File: src/rtl/tmds_pkg.sv
// TMDS shared definitions: control tokens, alignment states, decode helpers.
// Shared between the receive decoder and the transmit encoder.
package tmds_pkg;

  localparam int CTRL_W = 2;
  localparam int DATA_W = 8;
  localparam int SYM_W  = 10;

  localparam logic [SYM_W-1:0] TOK_CD0 = 10'b1101010100;
  localparam logic [SYM_W-1:0] TOK_CD1 = 10'b0010101011;
  localparam logic [SYM_W-1:0] TOK_CD2 = 10'b0101010100;
  localparam logic [SYM_W-1:0] TOK_CD3 = 10'b1010101011;

  typedef enum logic [1:0] {
    SEARCH,
    SLIP,
    LOCKED
  } state_e;

  function automatic logic is_token(
    input logic [SYM_W-1:0] s
  );
    return (s == TOK_CD0) || (s == TOK_CD1) ||
           (s == TOK_CD2) || (s == TOK_CD3);
  endfunction

  function automatic logic [CTRL_W-1:0] token_cd(
    input logic [SYM_W-1:0] s
  );
    logic [CTRL_W-1:0] cd;
    cd = '0;
    unique case (1'b1)
      (s == TOK_CD1): cd = 2'b01;
      (s == TOK_CD2): cd = 2'b10;
      (s == TOK_CD3): cd = 2'b11;
      default:        cd = 2'b00;
    endcase
    return cd;
  endfunction

  function automatic logic [DATA_W-1:0] decode_data(
    input logic [SYM_W-1:0] s
  );
    logic [DATA_W-1:0] q;
    logic [DATA_W-1:0] d;
    q    = s[9] ? ~s[7:0] : s[7:0];
    d    = '0;
    d[0] = q[0];
    for (int i = 1; i < DATA_W; i++)
      d[i] = s[8] ? (q[i] ^ q[i-1]) : ~(q[i] ^ q[i-1]);
    return d;
  endfunction

  function automatic logic [3:0] ones(
    input logic [SYM_W-1:0] s
  );
    logic [3:0] n;
    n = '0;
    for (int i = 0; i < SYM_W; i++)
      n = n + {3'b0, s[i]};
    return n;
  endfunction

endpackage

File: src/rtl/tmds_align_fsm.sv
// Word-alignment FSM: hunts for control-token runs, requests bit-slips,
// and tracks loss of lock when control periods stop arriving.
module tmds_align_fsm
  import tmds_pkg::*;
#(
  parameter int LOCK_COUNT = 8,
  parameter int WINDOW     = 1024,
  parameter int SLIP_WAIT  = 16
) (
  input  logic clk,
  input  logic rst_n,
  input  logic sym_valid,
  input  logic is_ctrl,
  output logic accept,
  output logic locked,
  output logic bitslip
);

  localparam int RW = $clog2(LOCK_COUNT + 1);
  localparam int WW = $clog2(WINDOW + 1);
  localparam int SW = $clog2(SLIP_WAIT + 1);

  state_e        state_q;
  logic [RW-1:0] run_q;
  logic [WW-1:0] win_q;
  logic [SW-1:0] slip_q;
  logic          locked_q;
  logic          bitslip_q;

  logic [RW-1:0] run_inc;
  logic [WW-1:0] win_inc;
  logic          lock_hit;
  logic          win_hit;

  assign run_inc = (run_q == RW'(LOCK_COUNT)) ?
                   run_q : run_q + 1'b1;
  assign win_inc = (win_q == WW'(WINDOW)) ?
                   win_q : win_q + 1'b1;

  assign lock_hit = (state_q == SEARCH) && sym_valid &&
                    is_ctrl && (run_inc == RW'(LOCK_COUNT));
  // In LOCKED a control token restarts the window, so it never expires
  assign win_hit  = sym_valid && (win_inc == WW'(WINDOW)) &&
                    ((state_q == SEARCH) || !is_ctrl);

  assign accept = sym_valid &&
                  (lock_hit ||
                   ((state_q == LOCKED) && !win_hit));

  always_ff @(posedge clk or negedge rst_n) begin
    if (!rst_n) begin
      state_q   <= SEARCH;
      run_q     <= '0;
      win_q     <= '0;
      slip_q    <= '0;
      locked_q  <= 1'b0;
      bitslip_q <= 1'b0;
    end else begin
      bitslip_q <= 1'b0;
      unique case (state_q)
        SEARCH: begin
          if (sym_valid) begin
            if (lock_hit) begin
              state_q  <= LOCKED;
              locked_q <= 1'b1;
              run_q    <= '0;
              win_q    <= '0;
            end else if (win_hit) begin
              state_q   <= SLIP;
              bitslip_q <= 1'b1;
              slip_q    <= '0;
              run_q     <= '0;
              win_q     <= '0;
            end else begin
              win_q <= win_inc;
              run_q <= is_ctrl ? run_inc : '0;
            end
          end
        end
        SLIP: begin
          if (slip_q == SW'(SLIP_WAIT - 1)) begin
            state_q <= SEARCH;
            slip_q  <= '0;
            run_q   <= '0;
            win_q   <= '0;
          end else begin
            slip_q <= slip_q + 1'b1;
          end
        end
        LOCKED: begin
          if (sym_valid) begin
            if (is_ctrl) begin
              win_q <= '0;
            end else if (win_hit) begin
              state_q  <= SEARCH;
              locked_q <= 1'b0;
              win_q    <= '0;
              run_q    <= '0;
            end else begin
              win_q <= win_inc;
            end
          end
        end
        default: begin
          state_q  <= SEARCH;
          locked_q <= 1'b0;
        end
      endcase
    end
  end

  assign locked  = locked_q;
  assign bitslip = bitslip_q;

endmodule

File: src/rtl/tmds_decoder.sv
// TMDS receive channel decoder with word alignment and lock gating.
// Define TMDS_DISP_CHECK_EN to enable the running-disparity checker.
module tmds_decoder
  import tmds_pkg::*;
#(
  parameter int LOCK_COUNT = 8,
  parameter int WINDOW     = 1024,
  parameter int SLIP_WAIT  = 16
`ifdef TMDS_DISP_CHECK_EN
  ,
  parameter int DISP_LIMIT = 10
`endif
) (
  input  logic              clk,
  input  logic              rst_n,
  input  logic [SYM_W-1:0]  sym_in,
  input  logic              sym_valid,
  output logic              bitslip,
  output logic              locked,
  output logic [DATA_W-1:0] VD,
  output logic [CTRL_W-1:0] CD,
  output logic              VDE,
  output logic              out_valid,
  output logic              disp_err
);

  logic is_ctrl;
  logic accept;
  logic hold;

  logic [DATA_W-1:0] vd_q, vd_d;
  logic [CTRL_W-1:0] cd_q, cd_d;
  logic              vde_q, vde_d;
  logic              ov_q;

  assign is_ctrl = is_token(sym_in);
  // Stay put while locked and idle; everything else zeroes
  assign hold    = locked && !sym_valid;

  tmds_align_fsm #(
    .LOCK_COUNT (LOCK_COUNT),
    .WINDOW     (WINDOW),
    .SLIP_WAIT  (SLIP_WAIT)
  ) u_fsm (
    .clk       (clk),
    .rst_n     (rst_n),
    .sym_valid (sym_valid),
    .is_ctrl   (is_ctrl),
    .accept    (accept),
    .locked    (locked),
    .bitslip   (bitslip)
  );

  always_comb begin
    vd_d  = vd_q;
    cd_d  = cd_q;
    vde_d = vde_q;
    if (accept) begin
      if (is_ctrl) begin
        vd_d  = '0;
        cd_d  = token_cd(sym_in);
        vde_d = 1'b0;
      end else begin
        vd_d  = decode_data(sym_in);
        vde_d = 1'b1;
      end
    end else if (!hold) begin
      vd_d  = '0;
      cd_d  = '0;
      vde_d = 1'b0;
    end
  end

  always_ff @(posedge clk or negedge rst_n) begin
    if (!rst_n) begin
      vd_q  <= '0;
      cd_q  <= '0;
      vde_q <= 1'b0;
      ov_q  <= 1'b0;
    end else begin
      vd_q  <= vd_d;
      cd_q  <= cd_d;
      vde_q <= vde_d;
      ov_q  <= accept;
    end
  end

  assign VD        = vd_q;
  assign CD        = cd_q;
  assign VDE       = vde_q;
  assign out_valid = ov_q;

`ifdef TMDS_DISP_CHECK_EN
  localparam logic signed [6:0] LIM = 7'(DISP_LIMIT);

  logic signed [5:0] disp_q, disp_d;
  logic signed [6:0] delta;
  logic signed [6:0] sum;
  logic              derr_q, derr_d;

  assign delta = $signed({2'b0, ones(sym_in), 1'b0}) - 7'sd10;
  assign sum   = {disp_q[5], disp_q} + delta;

  always_comb begin
    disp_d = disp_q;
    derr_d = 1'b0;
    if (accept) begin
      if (is_ctrl) begin
        disp_d = '0;
      end else if ((sum > LIM) || (sum < -LIM)) begin
        disp_d = '0;
        derr_d = 1'b1;
      end else begin
        disp_d = sum[5:0];
      end
    end else if (!hold) begin
      disp_d = '0;
    end
  end

  always_ff @(posedge clk or negedge rst_n) begin
    if (!rst_n) begin
      disp_q <= '0;
      derr_q <= 1'b0;
    end else begin
      disp_q <= disp_d;
      derr_q <= derr_d;
    end
  end

  assign disp_err = derr_q;
`else
  assign disp_err = 1'b0;
`endif

endmodule

File: config.mk
export PLATFORM = sky130hd
export DESIGN_NAME = tmds_decoder
export DESIGN_NICKNAME = d
export VERILOG_FILES = /design/src/rtl/tmds_pkg.sv /design/src/rtl/tmds_align_fsm.sv /design/src/rtl/tmds_decoder.sv
export SDC_FILE = /design/constraint.sdc
export NUM_CORES = 1
export LEC_CHECK = 0
export CAP_MARGIN = 20
export CORE_UTILIZATION = 45
export DETAILED_ROUTE_END_ITERATION = 6
export GPL_TIMING_DRIVEN = 0
export PLACE_DENSITY = 0.69
export SYNTH_ARGS = -nofsm -noshare
export SYNTH_HDL_FRONTEND = slang
export SYNTH_SLANG_ARGS = --single-unit
File: constraint.sdc
create_clock -name clk -period 2.96 [get_ports clk]
set_clock_uncertainty 0.15 [all_clocks]
set_input_delay 0.592 -clock clk [delete_from_list [all_inputs] [get_ports clk]]
set_output_delay 0.592 -clock clk [all_outputs]
set_load 0.01 [all_outputs]
==> metrics.csv, run 1 <==
stage,metric,value,unit
drt,Pre-antenna DRT Iters,5,
run_status,status,finished clean,
sta,Final Slew Violations,0,
critical_path,CP arrival,2880,ps
hold_path,worst hold path type,primary input to asynchronous set/reset pin,
global_route,first-pass GRT wire length,8.83,mm
synthesis,synthesized flop and latch total,36,
floorplanning,Die H,74.5,um
clocking,CTS tree,yes,
layout,nets@finish,311,
global_route,vias in the first global route,1878,
critical_path,Critical Path Source Type,register,
floorplanning,# rows,26,
synthesis,Synthesis Warnings,0,
floorplanning,# IOs,28,
sta,fin crit period,2850,ps
synthesis,Mean Syn Cell Area,9.24,um^2
synthesis,Post-synth EDFFs,0,
floorplanning,total die area,5550,um^2
synthesis,Synth Net Count,278,
drt,drc violations,0,
floorplanning,Initial Util,46.6,%
clocking,Root Driver,clkbuf_8,
sta,final number of hold-violating endpoints,0,
sta,Max Clk Rate,0.351,GHz
clocking,Clock transition at path regs,70,ps
synthesis,"Cell Area, Synth",2360,um^2
drt,Final ANT Viol Nets,0,
synthesis,Post-Syn Instances,256,
global_route,largest net degree at the start of global routing,37,
placed_design,Cells after DPL,351,
drt,wire length per cell,14.9,um
power_and_ir_drop,pwr/cell area,383,nW/um^2
layout,share of cells above drive strength 1,12.1,%
global_route,grt total ovfl,0,
sta,Hold Worst Slack,243,ps
critical_path,Worst Path Required,2990,ps
layout,Syn-to-layout area delta,22.5,%
floorplanning,die width,74.5,um
critical_path,CP max FO,10,
drt,Vias per Instance,5.61,
clocking,CTS Hold Buffers Added,0,
layout,count of non-filler cells in the finished layout,359,
drt,Post-Route WL,5.34,mm
clocking,clock buffer depth,2,
clocking,clock sink total,36,
critical_path,worst setup path class,register to register,
synthesis,sequential fraction of the synthesis area,38.1,%
floorplanning,Core Area,5070,um^2
critical_path,CP Capture Type,register,
global_route,gr usage total,21.1,%
power_and_ir_drop,Max IR drop VDD,268,uV
placed_design,Buffers on Ports,25,
placed_design,DP HPWL,3.80,mm
sta,final setup fails,0,
drt,Via Count,2013,
placed_design,Placed Area,2700,um^2
critical_path,reg2reg setup slack,110,ps
synthesis,async set-reset flop share out of synthesis,100,%
global_route,initial antenna violation count,0,
synthesis,ys flop type,dfrtp_1,
power_and_ir_drop,Static Leak,1.19,nW
drt,initial DRC count,78,
critical_path,Reg-to-Reg Start,u_fsm.win_q[0]$_DFFE_PN0P_,
layout,n_diodes,0,
sta,final period utilization,96.3,%
clocking,Worst-Skew Late Latency,290,ps
sta,TNS Setup,0,ps
sta,relative slew slack,45.5,%
synthesis,Netlist cell types,66,
layout,design area,2900,um^2
critical_path,Reg2Reg Depth,9,
sta,Slew @ Worst Pin,818,ps
placed_design,routability cong.,0.859,
layout,Util after Layout,57.1,%
job,max_cap viols,0,
clocking,CTS Buf Count,5,
critical_path,Critical Path Start,u_fsm.win_q[0]$_DFFE_PN0P_,
clocking,H-tree depth,2,
[critical path, stage by stage (launching register included)]
cell and delay (ps):
dfrtp_1 420, ha_2 250, or4_1 560, a21boi_2 220, o211ai_4 140, nor3_4 250
o21a_1 190, clkbuf_4 210, nand2_1 80, a31o_2 250
[Yosys cell counts, types with 3 or more instances]
cell | count | share of area [%]
a21oi_1 | 4 | 0.85
nand3_1 | 7 | 1.5
dfrtp_1 | 36 | 38
o21ai_0 | 19 | 4.0
o31ai_1 | 6 | 1.9
xor2_1 | 5 | 1.9
nor2b_1 | 6 | 1.6
and4_1 | 4 | 1.5
inv_1 | 14 | 2.2
nor2_1 | 14 | 2.2
ha_1 | 9 | 4.8
nand4_1 | 4 | 1.1
nor3_1 | 10 | 2.1
xnor2_1 | 9 | 3.3
a21o_1 | 5 | 1.6
a22o_1 | 8 | 3.0
o211ai_1 | 4 | 1.3
nand2_1 | 22 | 3.5
clkbuf_1 | 9 | 1.4
or4_1 | 4 | 1.3
o21a_1 | 3 | 0.95
[report_power, final]
group | switching [mW] | leakage (nW) | internal, mW | total, mW
logic | 0.109 | 0.666 | 0.0911 | 0.200
clock network | 0.170 | 0.0410 | 0.160 | 0.330
registers | 0.0568 | 0.485 | 0.523 | 0.580
[registers in the layout, summed over array words and instances (netlist names)]
signal         flops
CD                 2
u_fsm.win_q       11
u_fsm.run_q        4
out_valid          1
u_fsm.bitslip      1
u_fsm.state_q      2
VD                 8
u_fsm.slip_q       5
u_fsm.locked       1
VDE                1
[cell usage in the layout, fill, tap and decap left out, types with 5 or more instances in the layout]
cell / n
nor3_1: 10
nor2_1: 14
clkbuf_8: 5
nand2_1: 21
o21ai_0: 17
o31ai_1: 6
xor2_1: 5
nor2b_1: 6
a21o_1: 5
clkdlybuf4s50_1: 24
inv_1: 14
nand3_1: 7
a22o_1: 8
dfrtp_1: 36
ha_1: 8
clkbuf_1: 8
xnor2_1: 9
[cells by family (layout without fill, tap and decap cells)]
| logic type | Yosys count | in the layout | synth area share (%) |
|---|---|---|---|
| AND/OR/NAND/NOR | 96 | 96 | 23.7 |
| AO/OA/AOI/OAI | 71 | 71 | 21.9 |
| flip-flops | 36 | 36 | 38.1 |
| buffers and inverters | 26 | 59 | 4.66 |
| XOR/XNOR | 15 | 15 | 5.87 |
| adder cells (fa/ha/maj) | 9 | 9 | 4.76 |
| multiplexers | 2 | 2 | 0.899 |
| other | 1 | 1 | 0.159 |
[path summary, 6_finish.rpt]
check	end
min in group clk	u_fsm.slip_q[3]$_DFFE_PN0P_
hold / removal	u_fsm.run_q[3]$_DFFE_PN0P_
setup reg to reg	u_fsm.win_q[6]$_DFFE_PN0P_
hold reg to reg	u_fsm.slip_q[3]$_DFFE_PN0P_
max in group asynchronous	CD[1]$_DFFE_PN0P_
setup / recovery	u_fsm.win_q[6]$_DFFE_PN0P_
[area by class of cell]
class	instances	area, um^2
Multi-Input combinational cell	194	1460
Sequential cell	36	901
Clock inverter	1	5.00
Clock buffer	6	72.6
Buffer	10	52.6
Fill cell	473	2180
Timing Repair Buffer	28	268
Tap cell	70	87.6
Inverter	14	52.6
[routing by layer]
| metal | global-route usage [%] | wire length, um |
|---|---|---|
| met1 | 28.2 | 2480 |
| met2 | 33.5 | 2590 |
| met3 | 4.88 | 226 |
| met4 | 7.13 | 41 |
| met5 | 0 | 0 |
[metrics by stage]
step                worst slack, ps  power [mW]
floorplan                       223       0.701
global placement               -594       0.765
global route                  -60.3        1.17
CTS                           -21.2        1.11
detailed placement             -607       0.773
finish                          110        1.11
[what timing repair did]
item,CTS,global route
setup endpoints to repair,13,27
resized for setup,4,16
buffers inserted,1,2
pin swaps,2,5
gates cloned,0,0
No activity file was read; power rests on OpenSTA's default activity.
==> inputs of run 2 (changes only) <==
--- a/config.mk
+++ b/config.mk
@@ -6,6 +6,7 @@
 export NUM_CORES = 1
 export LEC_CHECK = 0
 export CAP_MARGIN = 20
+export CORE_ASPECT_RATIO = 0.7
 export CORE_UTILIZATION = 45
 export DETAILED_ROUTE_END_ITERATION = 6
 export GPL_TIMING_DRIVEN = 0
==> metrics.csv, run 2 (synthesis results as in run 1) <==
stage,metric,value,unit,change
layout,count of non-filler cells in the finished layout,365,,+1.7%
critical_path,CP max FO,6,,-4
power_and_ir_drop,Net Sw Frac,29.8,%,-0.45 points
drt,Via Count,2114,,+5.0%
drt,Pre-antenna DRT Iters,5,,unchanged
layout,max FFs per register,11,,unchanged
power_and_ir_drop,Max IR drop VDD,228,uV,-15%
drt,drc violations,0,,unchanged
layout,most common library cell in the layout ignoring fill and taps,dfrtp_1,,
run_status,status,finished clean,,
sta,Final Slew Violations,0,,unchanged
placed_design,DP HPWL,3.95,mm,+3.8%
floorplanning,total die area,5550,um^2,about the same
layout,Largest Register,u_fsm.win_q,,
critical_path,Critical Path Start,sym_in[2],,
critical_path,CP Capture Type,register,,
critical_path,Critical Path Source Type,primary input,,
clocking,Clock transition at path regs,70,ps,about the same
power_and_ir_drop,combinational power share,18.1,%,about the same
drt,wire length per cell,15.3,um,+2.9%
drt,Final ANT Viol Nets,0,,unchanged
drt,initial DRC count,143,,+83%
clocking,CTS tree,yes,,
placed_design,Cells after DPL,350,,-0.28%
global_route,grt met3 use,4.36,%,-0.52 points
clocking,H-tree depth,2,,unchanged
floorplanning,Die H,62.7,um,-16%
layout,share of cells above drive strength 1,15.5,%,+3.4 points
floorplanning,die width,88.6,um,+19%
power_and_ir_drop,Clk pwr share,31.8,%,+2.1 points
layout,sequential cell area,901,um^2,unchanged
clocking,clock buffer depth,2,,unchanged
sta,Hold Worst Slack,220,ps,-22.7 ps
clocking,CTS Buf Count,5,,unchanged
clocking,clock sink total,36,,unchanged
power_and_ir_drop,pwr/cell area,391,nW/um^2,+2.1%
hold_path,worst hold path type,primary input to asynchronous set/reset pin,,
layout,fillcell total,436,,-7.8%
global_route,Global Route met2 Usage,28.2,%,-5.4 points
sta,Max Clk Rate,0.349,GHz,-0.51%
sta,relative slew slack,45.9,%,+0.41 points
power_and_ir_drop,Power Internal,0.811,mW,+4.7%
global_route,gr usage total,21.5,%,+0.44 points
critical_path,Reg-to-Reg Start,u_fsm.win_q[0]$_DFFE_PN0P_,,
global_route,grt total ovfl,0,,unchanged
layout,area of the multi-input gates,1450,um^2,-0.34%
critical_path,CP arrival,2930,ps,+50 ps
power_and_ir_drop,Sw Pwr,0.344,mW,+2.4%
global_route,largest net degree at the start of global routing,37,,unchanged
layout,nets@finish,317,,+1.9%
floorplanning,Core Area,4910,um^2,-3.2%
sta,final number of hold-violating endpoints,0,,unchanged
layout,n_diodes,0,,unchanged
global_route,met1 Track Usage GR,34.6,%,+6.4 points
clocking,Root Driver,clkbuf_8,,
global_route,layer carrying the most global-route usage,met1,,
clocking,Worst-Skew Late Latency,300,ps,about the same
placed_design,Buffers on Ports,25,,unchanged
power_and_ir_drop,Static Leak,1.23,nW,+3.5%
drt,Vias per Instance,5.79,,+3.3%
placed_design,routability cong.,0.871,,+1.4%
global_route,initial antenna violation count,0,,unchanged
critical_path,worst setup path class,primary input to register,,
power_and_ir_drop,Flop pwr share,50.0,%,-2.2 points
sta,final period utilization,96.8,%,+0.49 points
sta,final setup fails,0,,unchanged
job,max_cap viols,0,,unchanged
floorplanning,Initial Util,48.1,%,+1.5 points
layout,most frequent cells in the layout,"dfrtp_1, clkdlybuf4s50_1, nand2_1, o21ai_0",,
layout,Syn-to-layout area delta,24.9,%,
global_route,vias in the first global route,1856,,-1.2%
sta,fin crit period,2860,ps,+14.6 ps
floorplanning,# rows,21,,-19%
drt,Post-Route WL,5.59,mm,+4.6%
sta,Slew @ Worst Pin,812,ps,-6.14 ps
floorplanning,# IOs,28,,unchanged
global_route,first-pass GRT wire length,9.12,mm,+3.3%
critical_path,Worst Path Required,3030,ps,+40 ps
## run 2: layout make-up
class | instances | share of cell area, %
well taps | 69 | 2.92
clock inverters | 2 | 0.339
repair buffers | 34 | 10.6
multi-input cells | 194 | 49.2
plain buffers | 10 | 1.82
flip-flops and latches | 36 | 30.5
inverters | 14 | 1.78
clock buffers | 6 | 2.80
## run 2: worst paths after layout
kind                       depth (start not counted)  slack (ps)                      endpoint
setup / recovery                                   8         100    u_fsm.run_q[3]$_DFFE_PN0P_
hold / removal                                     1         220   u_fsm.slip_q[2]$_DFFE_PN0P_
setup reg to reg                                   8         100    u_fsm.win_q[5]$_DFFE_PN0P_
hold reg to reg                                    1         340               VDE$_DFFE_PN0P_
max in group asynchronous                          1        1910  u_fsm.state_q[0]$_DFFE_PN0P_
min in group clk                                   1         340               VDE$_DFFE_PN0P_
## run 2: metrics by stage
stage                     worst slack (ps)  TNS (ps)  instance area (um^2)  util [%]  power, mW
after floorplan                        223         0                  2360         -      0.701
after global placement                -550     -6760                  2700      55.0      0.772
after detailed placement              -579     -7850                  2700      54.9      0.773
after CTS                             5.95         0                  2840      57.9       1.15
after global routing                 -24.5     -69.4                  2950      60.1       1.21
final                                 95.6         0                  2950      60.1       1.16
## run 2: timing repair
| action | in CTS | in global routing |
|---|---|---|
| hold endpoints to repair | 0 | 0 |
| hold buffers | 0 | 0 |
| buffers inserted | 5 | 4 |
| resized for setup | 4 | 18 |
| pin swaps | 6 | 8 |
| setup endpoints to repair | 13 | 25 |
## run 2: routing by layer
| layer | routed length [um] | share of wire, % |
|---|---|---|
| met5 | 0 | 0 |
| met3 | 315 | 5.6 |
| met4 | 96 | 1.7 |
| met1 | 2940 | 53 |
| met2 | 2230 | 40 |
## run 2: power groups by stage
stage	clock, mW	sequential [mW]	combinational [mW]
3_3_place_gp	0	0.586	0.186
5_1_grt	0.397	0.586	0.232
2_1_floorplan	0	0.571	0.129
4_1_cts	0.378	0.576	0.192
6_report	0.368	0.578	0.209
3_5_place_dp	0	0.585	0.188
## run 2: worst max-delay path: stages
cell and delay [ps]:
clkdlybuf4s50_1 490, nor4bb_2 210, and4_2 250, or2_2 340
o41ai_4 420, nand2_2 160, or3_1 370, o211ai_1 100
==> inputs of run 3 (changes only) <==
--- a/config.mk
+++ b/config.mk
@@ -7,10 +7,12 @@
 export LEC_CHECK = 0
 export CAP_MARGIN = 20
 export CORE_ASPECT_RATIO = 0.7
+export CORE_MARGIN = 5
 export CORE_UTILIZATION = 45
 export DETAILED_ROUTE_END_ITERATION = 6
 export GPL_TIMING_DRIVEN = 0
 export PLACE_DENSITY = 0.69
+export SLEW_MARGIN = 10
 export SYNTH_ARGS = -nofsm -noshare
 export SYNTH_HDL_FRONTEND = slang
 export SYNTH_SLANG_ARGS = --single-unit
==> metrics.csv, run 3 (synthesis results as in run 1) <==
stage,metric,value,unit,change
layout,n_diodes,0,,unchanged
drt,Via Count,2079,,-1.7%
floorplanning,Core Area,5170,um^2,+5.3%
clocking,Worst-Skew Late Latency,280,ps,-20 ps
layout,max FFs per register,11,,unchanged
layout,most common library cell in the layout ignoring fill and taps,dfrtp_1,,
power_and_ir_drop,"Power, Total",1.15,mW,-0.12%
layout,most frequent cells in the layout,"dfrtp_1, clkdlybuf4s50_1, nand2_1, o21ai_0, nor2_1",,
placed_design,pre-CTS setup slack,-629,ps,-50.4 ps
layout,fillcell total,495,,+14%
job,max_cap viols,0,,unchanged
critical_path,Worst Path Required,3010,ps,-20 ps
floorplanning,# rows,22,,+4.8%
clocking,Clock transition at path regs,70,ps,about the same
floorplanning,die width,96.6,um,+9.0%
run_status,status,finished clean,,
critical_path,worst setup path class,register to register,,
critical_path,CP max FO,6,,unchanged
sta,RSZ-0062 raised after global routing,true,,
clocking,clock sink total,36,,unchanged
critical_path,CP Capture Type,register,,
critical_path,CP arrival,2950,ps,+20 ps
hold_path,worst hold path type,primary input to asynchronous set/reset pin,,
placed_design,routability cong.,0.911,,+4.5%
power_and_ir_drop,Max IR drop VDD,241,uV,+5.7%
layout,nets@finish,317,,unchanged
drt,Vias per Instance,5.65,,-2.5%
clocking,clock buffer depth,2,,unchanged
layout,area of the multi-input gates,1480,um^2,+1.8%
global_route,largest net degree at the start of global routing,26,,-30%
sta,Slew @ Worst Pin,579,ps,-233 ps
global_route,gr usage total,16.7,%,-4.8 points
layout,sequential cell area,901,um^2,unchanged
sta,Max Clk Rate,0.345,GHz,-1.1%
sta,final setup fails,0,,unchanged
drt,initial DRC count,149,,+4.2%
floorplanning,# IOs,28,,unchanged
clocking,CTS Buf Count,5,,unchanged
placed_design,Buffers on Ports,25,,unchanged
sta,Hold Worst Slack,27.0,ps,-193 ps
drt,wire length per cell,15.6,um,+2.1%
global_route,grt total ovfl,0,,unchanged
floorplanning,Die H,70.7,um,+13%
floorplanning,total die area,6830,um^2,+23%
sta,relative slew slack,61.2,%,+15 points
power_and_ir_drop,pwr/cell area,385,nW/um^2,-1.5%
sta,setup ws final,62.8,ps,-32.8 ps
floorplanning,Initial Util,45.7,%,-2.4 points
drt,Post-Route WL,5.75,mm,+2.9%
global_route,initial antenna violation count,0,,unchanged
global_route,vias in the first global route,1914,,+3.1%
clocking,H-tree depth,2,,unchanged
power_and_ir_drop,Static Leak,1.26,nW,+2.1%
placed_design,DP HPWL,4.16,mm,+5.4%
drt,drc violations,0,,unchanged
layout,Syn-to-layout area delta,26.6,%,
critical_path,Reg2Reg Depth,11,,+3
critical_path,Critical Path Source Type,register,,
drt,Pre-antenna DRT Iters,5,,unchanged
layout,Largest Register,u_fsm.win_q,,
sta,fin crit period,2900,ps,+32.8 ps
sta,Final Slew Violations,0,,unchanged
clocking,Root Driver,clkbuf_8,,
drt,Final ANT Viol Nets,0,,unchanged
layout,design area,2990,um^2,+1.4%
global_route,first-pass GRT wire length,9.44,mm,+3.5%
clocking,CTS tree,yes,,
layout,share of cells above drive strength 1,13.9,%,-1.7 points
placed_design,Placed Area,2720,um^2,+0.88%
sta,final period utilization,97.9,%,+1.1 points
sta,final number of hold-violating endpoints,0,,unchanged
-- run 3: changes by cell type in the layout (fill, tap and decap cells not counted), moves of 2 or more --
cell / delta
clkdlybuf4s50_1: -2
clkinv_2: -2
dlymetal6s2s_1: +2
buf_4: -4
clkbuf_1: +4
-- run 3: metrics by stage --
step           utilization (%)  TNS, ps  std cells
6_report                  57.9        0        368
3_3_place_gp              52.3    -6360        353
5_1_grt                   57.9     -126        368
3_5_place_dp              52.6    -9650        354
2_1_floorplan                -        0        256
4_1_cts                   55.0    -38.6        363
-- run 3: critical path, cell delays in order, from the launching register on --
cell and delay [ps]:
dfrtp_1 460, inv_2 150, ha_1 190, nor3b_2 230
nand4_1 120, buf_4 180, xnor2_4 280, nor4b_4 100
or3b_1 350, clkbuf_1 170, or3_1 320, o211ai_1 90
-- run 3: final timing paths --
kind,start,endpoint,slack [ps]
worst min register to register,u_fsm.slip_q[3]$_DFFE_PN0P_,u_fsm.slip_q[3]$_DFFE_PN0P_,340
worst min-delay path,rst_n,u_fsm.win_q[4]$_DFFE_PN0P_,30
max in group asynchronous,rst_n,CD[1]$_DFFE_PN0P_,2200
worst max register to register,u_fsm.win_q[0]$_DFFE_PN0P_,u_fsm.run_q[3]$_DFFE_PN0P_,60
worst max-delay path,u_fsm.win_q[0]$_DFFE_PN0P_,u_fsm.run_q[3]$_DFFE_PN0P_,60
min in group clk,u_fsm.slip_q[3]$_DFFE_PN0P_,u_fsm.slip_q[3]$_DFFE_PN0P_,340
-- run 3: report_power, final --
group          internal (mW)  switching (mW)  leakage, nW
combinational         0.0994           0.113        0.729
sequential             0.523          0.0602        0.485
clock                  0.190           0.168       0.0455
total                  0.813           0.341         1.26
-- run 3: what timing repair did --
action,in CTS,in global routing
pin swaps,2,7
hold buffers,0,0
gates resized for setup,6,22
setup buffers,1,5
setup endpoints to repair,13,27
hold endpoints to repair,0,0
-- run 3: area by class of cell --
type / count / share of cell area, %
Clock buffer: 8 / 3.01
Inverter: 14 / 1.76
Multi-Input combinational cell: 194 / 49.4
Sequential cell: 36 / 30.1
Tap cell: 72 / 3.01
Timing Repair Buffer: 32 / 10.5
Buffer: 12 / 2.17
-- run 3: metal layers --
metal  wire length [um]  share of wire, %  vias to the layer above  track usage (%)
met2               2440                42                       58             23.8
li1                   -                 -                     1027                -
met1               2920                51                      992             25.2
met5                  0                 0                        -                0
met4                 27              0.47                        0             3.27
met3                363               6.3                        2             4.83
